**config.mk**
```make
export PLATFORM = sky130hd
export DESIGN_NAME = hazard_scoreboard
export DESIGN_NICKNAME = d
export VERILOG_FILES = /design/src/rtl/hazard_scoreboard.sv
export SDC_FILE = /design/constraint.sdc
export NUM_CORES = 1
export LEC_CHECK = 0
export ABC_AREA = 1
export CAP_MARGIN = 20
export CELL_PAD_IN_SITES_DETAIL_PLACEMENT = 1
export CELL_PAD_IN_SITES_GLOBAL_PLACEMENT = 1
export CORE_ASPECT_RATIO = 0.6
export CORE_UTILIZATION = 38
export DETAILED_ROUTE_END_ITERATION = 6
export PLACE_DENSITY = 0.84
export SLEW_MARGIN = 5
export SYNTH_ARGS = -nofsm -noshare
export SYNTH_HDL_FRONTEND = slang
export SYNTH_SLANG_ARGS = --single-unit
```
**constraint.sdc**
```tcl
create_clock -name clk -period 1.88 [get_ports clk]
set_clock_uncertainty 0.05 [all_clocks]
set_input_delay 0.188 -clock clk [delete_from_list [all_inputs] [get_ports clk]]
set_output_delay 0.188 -clock clk [all_outputs]
set_load 0.005 [all_outputs]
```
**src/rtl/hazard_scoreboard.sv**
```systemverilog
// Countdown scoreboard of in-flight register writers for the ID stage: raises a stall
// on a read-after-write hazard, counts stall cycles, and flags stalls that never clear.
module hazard_scoreboard #(
    parameter int REG_AW    = 4,
    parameter int CNT_W     = 3,
    parameter int ALU_LAT   = 1,
    parameter int LOAD_LAT  = 2,
    parameter int STAT_W    = 16,
    parameter int MAX_STALL = 8
) (
    input  logic                   clk,
    input  logic                   rest,
    input  logic                   id_valid,
    input  logic [REG_AW-1:0]      id_rs,
    input  logic [REG_AW-1:0]      id_rt,
    input  logic                   id_use_rs,
    input  logic                   id_use_rt,
    input  logic [REG_AW-1:0]      id_rd,
    input  logic                   id_wr,
    input  logic                   id_load,
    input  logic                   flush,
    output logic                   stall_o,
    output logic                   issue_o,
    output logic [2**REG_AW-1:0]   busy_o,
    output logic [STAT_W-1:0]      stall_cnt_o,
    output logic                   err_o
);

    localparam int NREG  = 2**REG_AW;
    localparam int RUN_W = $clog2(MAX_STALL + 1);

    localparam logic [CNT_W-1:0] ALU_CNT  = CNT_W'(ALU_LAT);
    localparam logic [CNT_W-1:0] LOAD_CNT = CNT_W'(LOAD_LAT);
    localparam logic [RUN_W-1:0] RUN_MAX  = RUN_W'(MAX_STALL);
    localparam logic [RUN_W-1:0] RUN_TRIP = RUN_W'(MAX_STALL - 1);

    logic [CNT_W-1:0] cnt [NREG];
    logic [RUN_W-1:0] run;
    logic             haz;

    // A count of 1 means the value reaches the bypass network next cycle, so only >=2 stalls.
    always_comb begin
        haz = 1'b0;
        if (id_use_rs && (cnt[id_rs] > CNT_W'(1)))
            haz = 1'b1;
        if (id_use_rt && (cnt[id_rt] > CNT_W'(1)))
            haz = 1'b1;
    end

    assign stall_o = id_valid & ~flush & haz;
    assign issue_o = id_valid & ~flush & ~haz;

    always_comb begin
        busy_o = '0;
        for (int r = 0; r < NREG; r++)
            busy_o[r] = (cnt[r] != '0);
    end

    // The youngest issuing writer reloads its destination count, discarding any older writer.
    always_ff @(posedge clk or negedge rest) begin
        if (!rest) begin
            for (int r = 0; r < NREG; r++)
                cnt[r] <= '0;
        end else begin
            for (int r = 0; r < NREG; r++) begin
                if (issue_o && id_wr && (id_rd == REG_AW'(r)))
                    cnt[r] <= id_load ? LOAD_CNT : ALU_CNT;
                else if (cnt[r] != '0)
                    cnt[r] <= cnt[r] - CNT_W'(1);
            end
        end
    end

    always_ff @(posedge clk or negedge rest) begin
        if (!rest) begin
            stall_cnt_o <= '0;
            run         <= '0;
            err_o       <= 1'b0;
        end else begin
            if (stall_o && (stall_cnt_o != {STAT_W{1'b1}}))
                stall_cnt_o <= stall_cnt_o + STAT_W'(1);
            if (!stall_o)
                run <= '0;
            else if (run != RUN_MAX)
                run <= run + RUN_W'(1);
            if (stall_o && (run == RUN_TRIP))
                err_o <= 1'b1;
        end
    end

endmodule
```
==> results of run 1 <==
-- routing by layer --
metal	part of all wire	wire (um)	vias up	track usage
met3	0.086	2098	125	0.06582
met4	0.048	1164	0	0.1153
li1	-	-	2415	-
met5	0	0	-	0
met2	0.47	11480	419	0.5081
met1	0.39	9579	2838	0.3760
-- metrics by stage --
| stage | setup TNS, ps | hold slack, ps | utilization |
|---|---|---|---|
| CTS | -8671 | 329.5 | 0.5607 |
| detailed placement | -28470 | 204.4 | 0.4918 |
| global route | -39310 | 390.2 | 0.6030 |
| finish | -38580 | 339.7 | 0.6030 |
| global placement | -23020 | 202.0 | 0.4918 |
| floorplan | 0 | -157.6 | - |
-- critical path, delay by kind of cell --
family | cells | cell delay, ps
simple gates | 10 | 1430
buf+inv | 6 | 1150
-- registers in the layout (all words and copies together), names as in the netlist --
| register | cells |
|---|---|
| cnt | 48 |
| stall_cnt_o | 16 |
| run | 4 |
| err_o | 1 |
-- cells by family after synthesis --
group                    after synthesis
adder cells (fa/ha/maj)               35
AO/OA/AOI/OAI                         52
XOR/XNOR                              17
buffers and inverters                118
AND/OR/NAND/NOR                      355
flip-flops                            69
-- final cells by class --
type | count | area share
Tap cell | 165 | 0.02811
Timing Repair Buffer | 160 | 0.2053
Inverter | 102 | 0.05451
Sequential cell | 69 | 0.2351
Clock inverter | 6 | 0.01584
Multi-Input combinational cell | 462 | 0.4286
Clock buffer | 10 | 0.03254
-- cells in the final DEF (no fill, tap or decap), types with 4 or more instances in the layout --
master,instances
inv_1,66
dfrtp_1,69
nand3_1,48
buf_4,85
ha_1,19
nand2_1,167
buf_6,10
nand4_1,19
a31oi_4,6
inv_2,32
clkdlybuf4s50_1,31
xnor2_1,5
inv_6,4
buf_12,8
dlygate4sd2_1,11
nand2_2,17
nor2_1,32
o21ai_0,27
nand3_2,36
clkbuf_16,10
ha_2,8
a31oi_1,10
or2_2,6
clkdlybuf4s15_1,4
o21ai_2,6
xor2_1,11
ha_4,8
nand3_4,9
nand2_4,10
-- power groups by stage --
| stage | Sequential (W) | Combinational [W] | Clock (W) |
|---|---|---|---|
| global route | 0.00264 | 0.00761 | 0.00217 |
| floorplan | 0.00239 | 0.00292 | 0 |
| global placement | 0.00242 | 0.00462 | 0 |
| finish | 0.00259 | 0.00706 | 0.00212 |
| CTS | 0.00247 | 0.00551 | 0.00209 |
| detailed placement | 0.00247 | 0.00502 | 0 |
-- final timing paths --
path	endpoint	depth (start not counted)
min	stall_cnt_o[15]	3
max reg2reg	cnt[10]	15
max in group asynchronous	cnt[33]	3
min reg2reg	err_o	2
max	cnt[10]	16
min in group clk	cnt[41]	3
-- timing repair --
action / CTS / global route
hold buffers: 1 / 0
buffers inserted: 17 / 18
endpoints found under the hold margin: 69 / 0
cloned: 5 / 3
endpoints found under the setup margin: 81 / 86
gates resized for setup: 92 / 121
pin swaps: 24 / 33
==> metrics.md, run 1 <==
| Metric | Value |
|---|---|
| Netlist cell types | `29` |
| Tot Pwr | `roughly 0.012 W` |
| Vias in the first global route | `between 5000 and 6000` |
| GRT Resource Usage Total | `0.2983` |
| Synth cell count leaders | `nand2_1, inv_1, nand3_1` |
| Final Wtd Congestion | `0.9151` |
| CTS Buffer Depth | `2` |
| FF+latch count, synth | `between 60 and 70` |
| Starting Density | `0.3942` |
| Initial DRT Pass Iterations | `6` |
| Avg WL per Cell | `about 25 um` |
| PwrDens | `between 1500 and 2000 mW/mm2` |
| Worst-margin pin slew | `around 600 ps` |
| Critical Path End Type | `flip-flop` |
| Slowest cell on crit path | `dlygate4sd2_1` |
| Final cell count without fillers | `974` |
| Share of synthesized cell area in full adder, half adder and majority cells | `0.09122` |
| Post-route cell area | `~0.0073 mm2` |
| Post-synthesis xor/xnor area fraction | `0.03101` |
| Status | `complete, but fails checks` |
| Post-synthesis mux area share | `0` |
| Footprint of the multi-input gates | `~0.0031 mm2` |
| Register Area | `roughly 0.0017 mm2` |
| Antenna cells | `0` |
| Final Cycle Share | `1.388` |
| Switch Pwr | `0.005193 W` |
| Hold crit path type | `in2async` |
| First-pass GRT wire length | `29720 um` |
| Simple-Gate Fraction of Synth Area | `0.3484` |
| Placed cell count | `roughly 920` |
| CP Max Fanout | `9` |
| Worst reg2reg setup slack | `-710 ps` |
| Crit-path max cell delay | `between 300 and 400 ps` |
| Yosys warning count | `0` |
| Pin count of the biggest net entering global routing | `70` |
| Die width | `approximately 150 um` |
| Clk pwr share | `0.180` |
| Cells after Synth | `646` |
| Clk pin slew, worst setup/hold paths | `about 60 ps` |
| Initial antenna violation count | `0` |
| Area grow syn2layout | `52.98%` |
| Fin worst setup slack | `-728.6 ps` |
| PortBufs | `54` |
| Core box area | `0.01218 mm2` |
| RSZ-0062 raised after global routing | `yes` |
| WP data required | `2070 ps` |
| CTS root buf | `clkbuf_16` |
| Crit Path Category | `in2reg` |
| # setup viols final | `74` |
| Final Hold Vio Count | `0` |
| Combinational power share | `0.600` |
| Slew Limit Fails | `0` |
| Gr ovfl total | `0` |
| Worst skew pair latency | `between 300 and 400 ps` |
| Layout cells sized above 1 | `0.3486` |
| Synthesized Nets | `approximately 700` |
| Post-synthesis compound-gate area fraction | `0.05890` |
| Final min period | `2609 ps` |
| Startpoint Class | `primary input` |
| Row cnt | `31` |
| Arrival @ worst endpoint | `about 2800 ps` |
| Post-synth top area share | `0.3597` |
| DR vias | `5797` |
| Pint | `~0.0066 W` |
| Cell area after synthesis | `around 0.0048 mm2` |
| Reported max-cap violation count | `0` |
| Initial drt markers | `464` |
| Placed cell areas | `between 0.005 and 0.006 mm2` |
| Rel. slew slack | `0.6060` |
| Die area | `approximately 0.013 mm2` |
| ANT nets after route | `0` |
| I/O Pins | `55` |
| Place WS | `-523.0 ps` |
| DP HPWL | `~12000 um` |
| Worst Setup SP | `id_rt[0]` |
| Layout fillers | `roughly 1400` |
| Maximum VDD drop | `slightly below 800 uV` |
| Max Fclk | `383.3 MHz` |
| Average size of a mapped cell | `approximately 7.4 um2` |
| Vias per Instance | `approximately 6` |
| DRC viols | `0` |
| Worst r2r src | `cnt[2]` |
| Register area share after synthesis | `0.3597` |
| Failing checks | `setup timing` |
| EDFF count, synth | `0` |
| Area contributors post-synth | `dfrtp_1, nand2_1, ha_1, inv_1, nand3_1` |
| Top-count cell post-synth | `nand2_1` |
| Dominant synthesized flop cell | `dfrtp_1` |
| Largest family of logic cells by synthesized area | `simple AND/OR/NAND/NOR gates` |
| Num CTS Buffers | `9` |
| Max H-tree Level | `3` |
| Largest area contributor in the netlist | `dfrtp_1` |
| Chip height | `~90 um` |
| Clock Sinks | `69` |
| Sequential group share of total power | `0.220` |
| Final net count | `859` |
| Total Routed Length | `~24000 um` |
| Pleak | `roughly 3.6 nW` |
| Async SR Flop Fraction | `1.000` |
| Net Sw Frac | `0.4409` |
| CTS tree | `yes` |
| CP cell instances | `dlygate4sd2_1, bufbuf_16, nand3_1, nand2_1, nand2_1, nand3_1, nand3_1, nand3_2, nand2_4, buf_6, nor2_8, buf_8, buf_12, nand4_1, nand2_1, inv_1` |
Note: power is estimated with default switching activity, not from simulation.
==> run 2: changes to the inputs <==
--- a/config.mk
+++ b/config.mk
@@ -13,6 +13,7 @@
 export CORE_UTILIZATION = 38
 export DETAILED_ROUTE_END_ITERATION = 6
 export PLACE_DENSITY = 0.84
+export SKIP_LAST_GASP = 1
 export SLEW_MARGIN = 5
 export SYNTH_ARGS = -nofsm -noshare
 export SYNTH_HDL_FRONTEND = slang
==> run 2 against run 1 <==
- the run still ends with setup timing left
- cell count decreased by 0.10%
- sequential power about the same
- via count fell by 0.29%
- flip-flop and latch count unchanged
- die area did not move
==> metrics.md, run 2 (synthesis gave the netlist of run 1 again) <==
| Metric | Value |
|---|---|
| Most common cell after layout, fill and taps aside | `nand2_1` |
| Arrival @ worst endpoint | `approximately 2700 ps` |
| Maximum VDD drop | `739.9 uV` |
| Final Wtd Congestion | `between 0.9 and 1` |
| Num CTS Buffers | `9` |
| Layout fillers | `approximately 1400` |
| Core box area | `between 0.01 and 0.015 mm2` |
| # setup viols final | `between 70 and 80` |
| Reg2reg end | `cnt[31]` |
| Top Registers | `cnt: 48 flops, stall_cnt_o: 16 flops, run: 4 flops` |
| CTS Buffer Depth | `2` |
| R2R cell count | `15` |
| WP data required | `2070 ps` |
| RSZ-0062 raised after global routing | `yes` |
| Final Cycle Share | `1.306` |
| Starting Density | `0.3942` |
| Failing checks | `setup timing` |
| Die width | `roughly 150 um` |
| CTS tree | `yes` |
| Most flops, register | `cnt` |
| DR vias | `just under 6000` |
| Worst skew pair latency | `between 300 and 400 ps` |
| Gr ovfl total | `0` |
| Placed cell count | `just over 900` |
| Chip height | `approximately 90 um` |
| Die area | `approximately 0.013 mm2` |
| Worst Setup SP | `cnt[23]` |
| Antenna cells | `0` |
| Final min period | `approximately 2500 ps` |
| Pin count of the biggest net entering global routing | `70` |
| Final Hold Vio Count | `0` |
| Vias in the first global route | `5511` |
| Max reg flops | `48` |
| Total Routed Length | `24130 um` |
| Row cnt | `31` |
| Crit Path Category | `reg2reg` |
| Initial DRT Pass Iterations | `6` |
| Critical Path End Type | `flip-flop` |
| Tot Pwr | `roughly 0.012 W` |
| CTS root buf | `clkbuf_16` |
| Pleak | `roughly 3.6 nW` |
| Sequential group share of total power | `0.223` |
| DRC viols | `0` |
| Rel. slew slack | `0.6225` |
| First-pass GRT wire length | `29850 um` |
| Slew Limit Fails | `0` |
| Area grow syn2layout | `51.76%` |
| Worst reg2reg setup slack | `-580 ps` |
| Worst-margin pin slew | `around 560 ps` |
| Footprint of the multi-input gates | `0.003087 mm2` |
| Clock Sinks | `69` |
| Initial drt markers | `around 530` |
| Max Fclk | `407.3 MHz` |
| Clk pwr share | `0.181` |
| PortBufs | `54` |
| ANT nets after route | `0` |
| Avg WL per Cell | `24.80 um` |
| I/O Pins | `55` |
| Net Sw Frac | `0.4408` |
| Startpoint Class | `flip-flop` |
| Switch Pwr | `approximately 0.0051 W` |
| Reported max-cap violation count | `0` |
| Clk pin slew, worst setup/hold paths | `70 ps` |
| Vias per Instance | `roughly 5.9` |
| Final cell count without fillers | `slightly below 1000` |
| Combinational power share | `0.596` |
| Initial antenna violation count | `0` |
| Max H-tree Level | `3` |
| Worst r2r src | `cnt[23]` |
| Register Area | `between 0.0015 and 0.002 mm2` |
| Final net count | `around 860` |
| GRT Resource Usage Total | `0.2995` |
| Pint | `between 0.006 and 0.007 W` |
| Fin worst setup slack | `-575.2 ps` |
| PwrDens | `around 1600 mW/mm2` |
| Hold crit path type | `in2async` |
| Most frequent cells in the layout | `nand2_1, buf_4, dfrtp_1` |
| Status | `complete, but fails checks` |
| CP Max Fanout | `7` |
| Layout cells sized above 1 | `0.3391` |
| DP HPWL | `between 10000 and 15000 um` |
==> run 2: cell count changes in the layout (fill, tap and decap cells not counted), sizes merged <==
cell | previous run | this run
buf | 108 | 107
clkdlybuf4s15 | 4 | 5
dlygate4sd2 | 11 | 10
==> run 2: power groups by stage <==
stage	Sequential, W	Combinational, W	Clock [W]
global route	0.00264	0.00753	0.00216
floorplan	0.00239	0.00292	0
finish	0.00260	0.00695	0.00211
CTS	0.00247	0.00550	0.00209
detailed placement	0.00247	0.00502	0
global placement	0.00242	0.00462	0
==> run 2: worst max-delay path by stage <==
stage / endpoint / slack (ps) / cells past startpoint
floorplan: stall_cnt_o[1] / 90 / 7
global placement: issue_o / -460 / 11
detailed placement: stall_cnt_o[2] / -520 / 15
CTS: cnt[1] / -240 / 18
global route: cnt[40] / -600 / 15
finish: cnt[31] / -580 / 15
==> run 2: cell type report <==
type,instances,share of cell area
Multi-Input combinational cell,462,0.4237
Sequential cell,69,0.2370
Timing Repair Buffer,159,0.2073
Inverter,102,0.05495
Clock buffer,10,0.03280
Tap cell,165,0.02834
Clock inverter,6,0.01597
==> run 2: layer usage <==
metal,part of all wire,vias to the layer above,GRT usage
met5,0,-,0
met4,0.062,0,0.1153
met3,0.081,143,0.06276
met2,0.47,380,0.5120
met1,0.39,2846,0.3782
li1,-,2411,-
==> run 2: timing repair <==
item                                   4_1_cts  5_1_grt
endpoints found under the hold margin       69        0
pin swaps                                   24       30
hold buffers                                 1        0
cloned                                       5        3
setup buffers                               17       17
gates resized for setup                     91      114
setup endpoints to repair                   81       86
==> run 2: metrics by stage <==
step | TNS [ps] | hold WS [ps] | util | cell area (um2) | setup slack (ps)
2_1_floorplan | 0 | -157.6 | - | 4801 | 94.13
3_3_place_gp | -23020 | 202.0 | 0.4918 | 5989 | -458.6
3_5_place_dp | -28470 | 204.4 | 0.4918 | 5989 | -523.0
4_1_cts | -8680 | 329.5 | 0.5603 | 6824 | -237.7
5_1_grt | -28850 | 384.9 | 0.5982 | 7286 | -601.9
6_report | -26160 | 326.9 | 0.5982 | 7286 | -575.2
==> run 2: worst max-delay path, cell delays in order, from the launching register on <==
cell and delay, ps:
dfrtp_1 400, inv_1 190, nand3_1 160, nand2_2 120
nand2_1 90, nand3_1 110, nand3_2 90, nand3_2 90
nand2_4 70, buf_6 130, nor2_8 140, buf_8 160
buf_12 150, nand4_1 150, nand2_1 170, inv_1 70
==> run 3: changes to the inputs <==
--- a/config.mk
+++ b/config.mk
@@ -10,7 +10,9 @@
 export CELL_PAD_IN_SITES_DETAIL_PLACEMENT = 1
 export CELL_PAD_IN_SITES_GLOBAL_PLACEMENT = 1
 export CORE_ASPECT_RATIO = 0.6
+export CORE_MARGIN = 4
 export CORE_UTILIZATION = 38
+export CTS_CLUSTER_DIAMETER = 40
 export DETAILED_ROUTE_END_ITERATION = 6
 export PLACE_DENSITY = 0.84
 export SKIP_LAST_GASP = 1
==> run 3 against run 2 <==
- the flow still finishes with violations (setup timing)
- die area rose by 11%
- non-clock buffer count rose by 1
- critical endpoint is now cnt[46]
- worst hold slack got worse by 3.8 ps
- cell area fell by 0.76%
- setup slack got worse by 18 ps
- utilization fell by 0.64 points
==> metrics.md, run 3 (synthesis gave the netlist of run 1 again) <==
| Metric | Value |
|---|---|
| Footprint of the multi-input gates | `0.003069 mm2` |
| Total Routed Length | `roughly 26000 um` |
| DR vias | `slightly below 6000` |
| CTS root buf | `clkbuf_16` |
| WP data required | `~2100 ps` |
| Placed cell count | `between 900 and 1000` |
| Row cnt | `31` |
| Most frequent cells in the layout | `nand2_1, buf_4, dfrtp_1` |
| Final Cycle Share | `1.315` |
| Initial drt markers | `682` |
| Most flops, register | `cnt` |
| I/O Pins | `55` |
| Pin count of the biggest net entering global routing | `70` |
| Max Fclk | `around 400 MHz` |
| Max H-tree Level | `3` |
| Core box area | `~0.012 mm2` |
| Most used cell, CP | `nand2_1` |
| Max reg flops | `between 40 and 50` |
| Clock Sinks | `69` |
| Slowest cell on crit path | `dfrtp_1` |
| Hold crit path type | `in2reg` |
| Rel. slew slack | `0.6256` |
| Chip height | `roughly 95 um` |
| Starting Density | `0.3929` |
| Layout fillers | `about 1500` |
| Worst Setup SP | `cnt[37]` |
| Gr ovfl total | `0` |
| Setup TNS | `-23080 ps` |
| Register Area | `0.001729 mm2` |
| Reported max-cap violation count | `0` |
| Final min period | `2473 ps` |
| Die area | `about 0.015 mm2` |
| ANT nets after route | `0` |
| Crit-path max cell delay | `between 400 and 500 ps` |
| # setup viols final | `70` |
| Initial DRT Pass Iterations | `6` |
| First-pass GRT wire length | `about 32000 um` |
| CTS tree | `yes` |
| DRC viols | `0` |
| Area grow syn2layout | `50.61%` |
| Avg WL per Cell | `roughly 27 um` |
| Worst r2r src | `cnt[37]` |
| Worst skew pair latency | `around 360 ps` |
| PwrDens | `between 1500 and 2000 mW/mm2` |
| Layout cells sized above 1 | `0.3387` |
| Hold Path Origin | `id_wr` |
| Most common cell after layout, fill and taps aside | `nand2_1` |
| Fin worst setup slack | `-592.7 ps` |
| Maximum VDD drop | `between 700 and 800 uV` |
| Pleak | `approximately 3.6 nW` |
| PortBufs | `54` |
| Num CTS Buffers | `9` |
| GRT Resource Usage Total | `0.2773` |
| Die width | `153.1 um` |
| Top Registers | `cnt: 48 flops, stall_cnt_o: 16 flops, run: 4 flops` |
| Worst-margin pin slew | `approximately 560 ps` |
| Tot Pwr | `0.01172 W` |
| CP Max Fanout | `6` |
| Vias per Instance | `6.064` |
| Final cell count without fillers | `between 900 and 1000` |
| Final Hold Vio Count | `0` |
| DP HPWL | `roughly 12000 um` |
| Place WS | `-579.9 ps` |
| Crit Path Category | `reg2reg` |
| Critical Path End Type | `flip-flop` |
| Slew Limit Fails | `0` |
| Arrival @ worst endpoint | `roughly 2700 ps` |
| Failing checks | `setup timing` |
| Status | `complete, but fails checks` |
| Post-route cell area | `0.007231 mm2` |
| RSZ-0062 raised after global routing | `yes` |
| Initial antenna violation count | `1` |
| Final Wtd Congestion | `around 0.93` |
| Startpoint Class | `flip-flop` |
| Vias in the first global route | `5744` |
| Final net count | `between 800 and 900` |
| CP cell instances | `inv_2, nand3_1, nand2_1, nand2_1, nand3_1, nand3_2, nand3_2, nand2_4, buf_6, nor2_8, buf_4, buf_12, nand4_1, nand2_1, inv_1` |
| Placed cell areas | `between 0.005 and 0.006 mm2` |
| CTS Buffer Depth | `2` |
| Clk pin slew, worst setup/hold paths | `~70 ps` |
[run 3: cell count changes in the layout (fill, tap and decap cells not counted), sizes merged]
cell / before / now
inv: 105 / 102
bufbuf: 1 / 0
dlygate4sd2: 10 / 13
clkbuf: 14 / 18
diode: 0 / 1
bufinv: 3 / 2
clkdlybuf4s15: 5 / 1
clkinv: 0 / 2
clkdlybuf4s50: 31 / 30
dlymetal6s2s: 0 / 2
[run 3: per-layer routing]
metal | vias up | wire [um] | GRT usage
li1 | 2418 | - | -
met1 | 2865 | 10010 | 0.3549
met2 | 453 | 11580 | 0.4641
met3 | 176 | 2498 | 0.06032
met4 | 0 | 1796 | 0.1105
met5 | - | 0 | 0
[run 3: timing repair]
item                                    in CTS  in global routing
setup buffers                               15                 24
cloned                                       6                  3
pin swaps                                   15                 32
hold endpoints to repair                    69                  0
endpoints found under the setup margin      81                 80
hold buffers                                 1                  0
gates resized for setup                    102                106
[run 3: cell type report]
type,count,share of cell area
sequential,69,0.2391
clock buffer,12,0.03547
timing repair buffer,160,0.2073
antenna,1,0.0003461
inverter,102,0.05503
tap,165,0.02855
clock inverter,4,0.009690
multi-input combinational,462,0.4245
[run 3: critical path: cells and delay by family (launching register included)]
| family | cells | cell delay [ps] |
|---|---|---|
| simple gates | 10 | 1160 |
| buf+inv | 5 | 660 |
| flops | 1 | 450 |
[run 3: power by group]
part	internal (W)	leakage, nW	total [W]	switching, W
sequential	0.00212	0.832	0.00261	0.000488
combinational	0.00303	2.57	0.00713	0.00410
clock	0.00123	0.163	0.00198	0.000750
[run 3: per-stage QoR]
step	hold slack (ps)	util
CTS	302.3	0.5509
global placement	195.4	0.4855
finish	323.1	0.5918
floorplan	-157.6	-
global route	333.4	0.5918
detailed placement	202.9	0.4855
[run 3: path summary, 6_finish.rpt]
check                           to  slack [ps]  cells past startpoint
max                        cnt[46]        -590                     15
min                        cnt[35]         320                      2
max reg2reg                cnt[46]        -590                     15
min reg2reg                  err_o         420                      2
max in group asynchronous   cnt[7]        1070                      3
min in group asynchronous  cnt[15]         350                      3
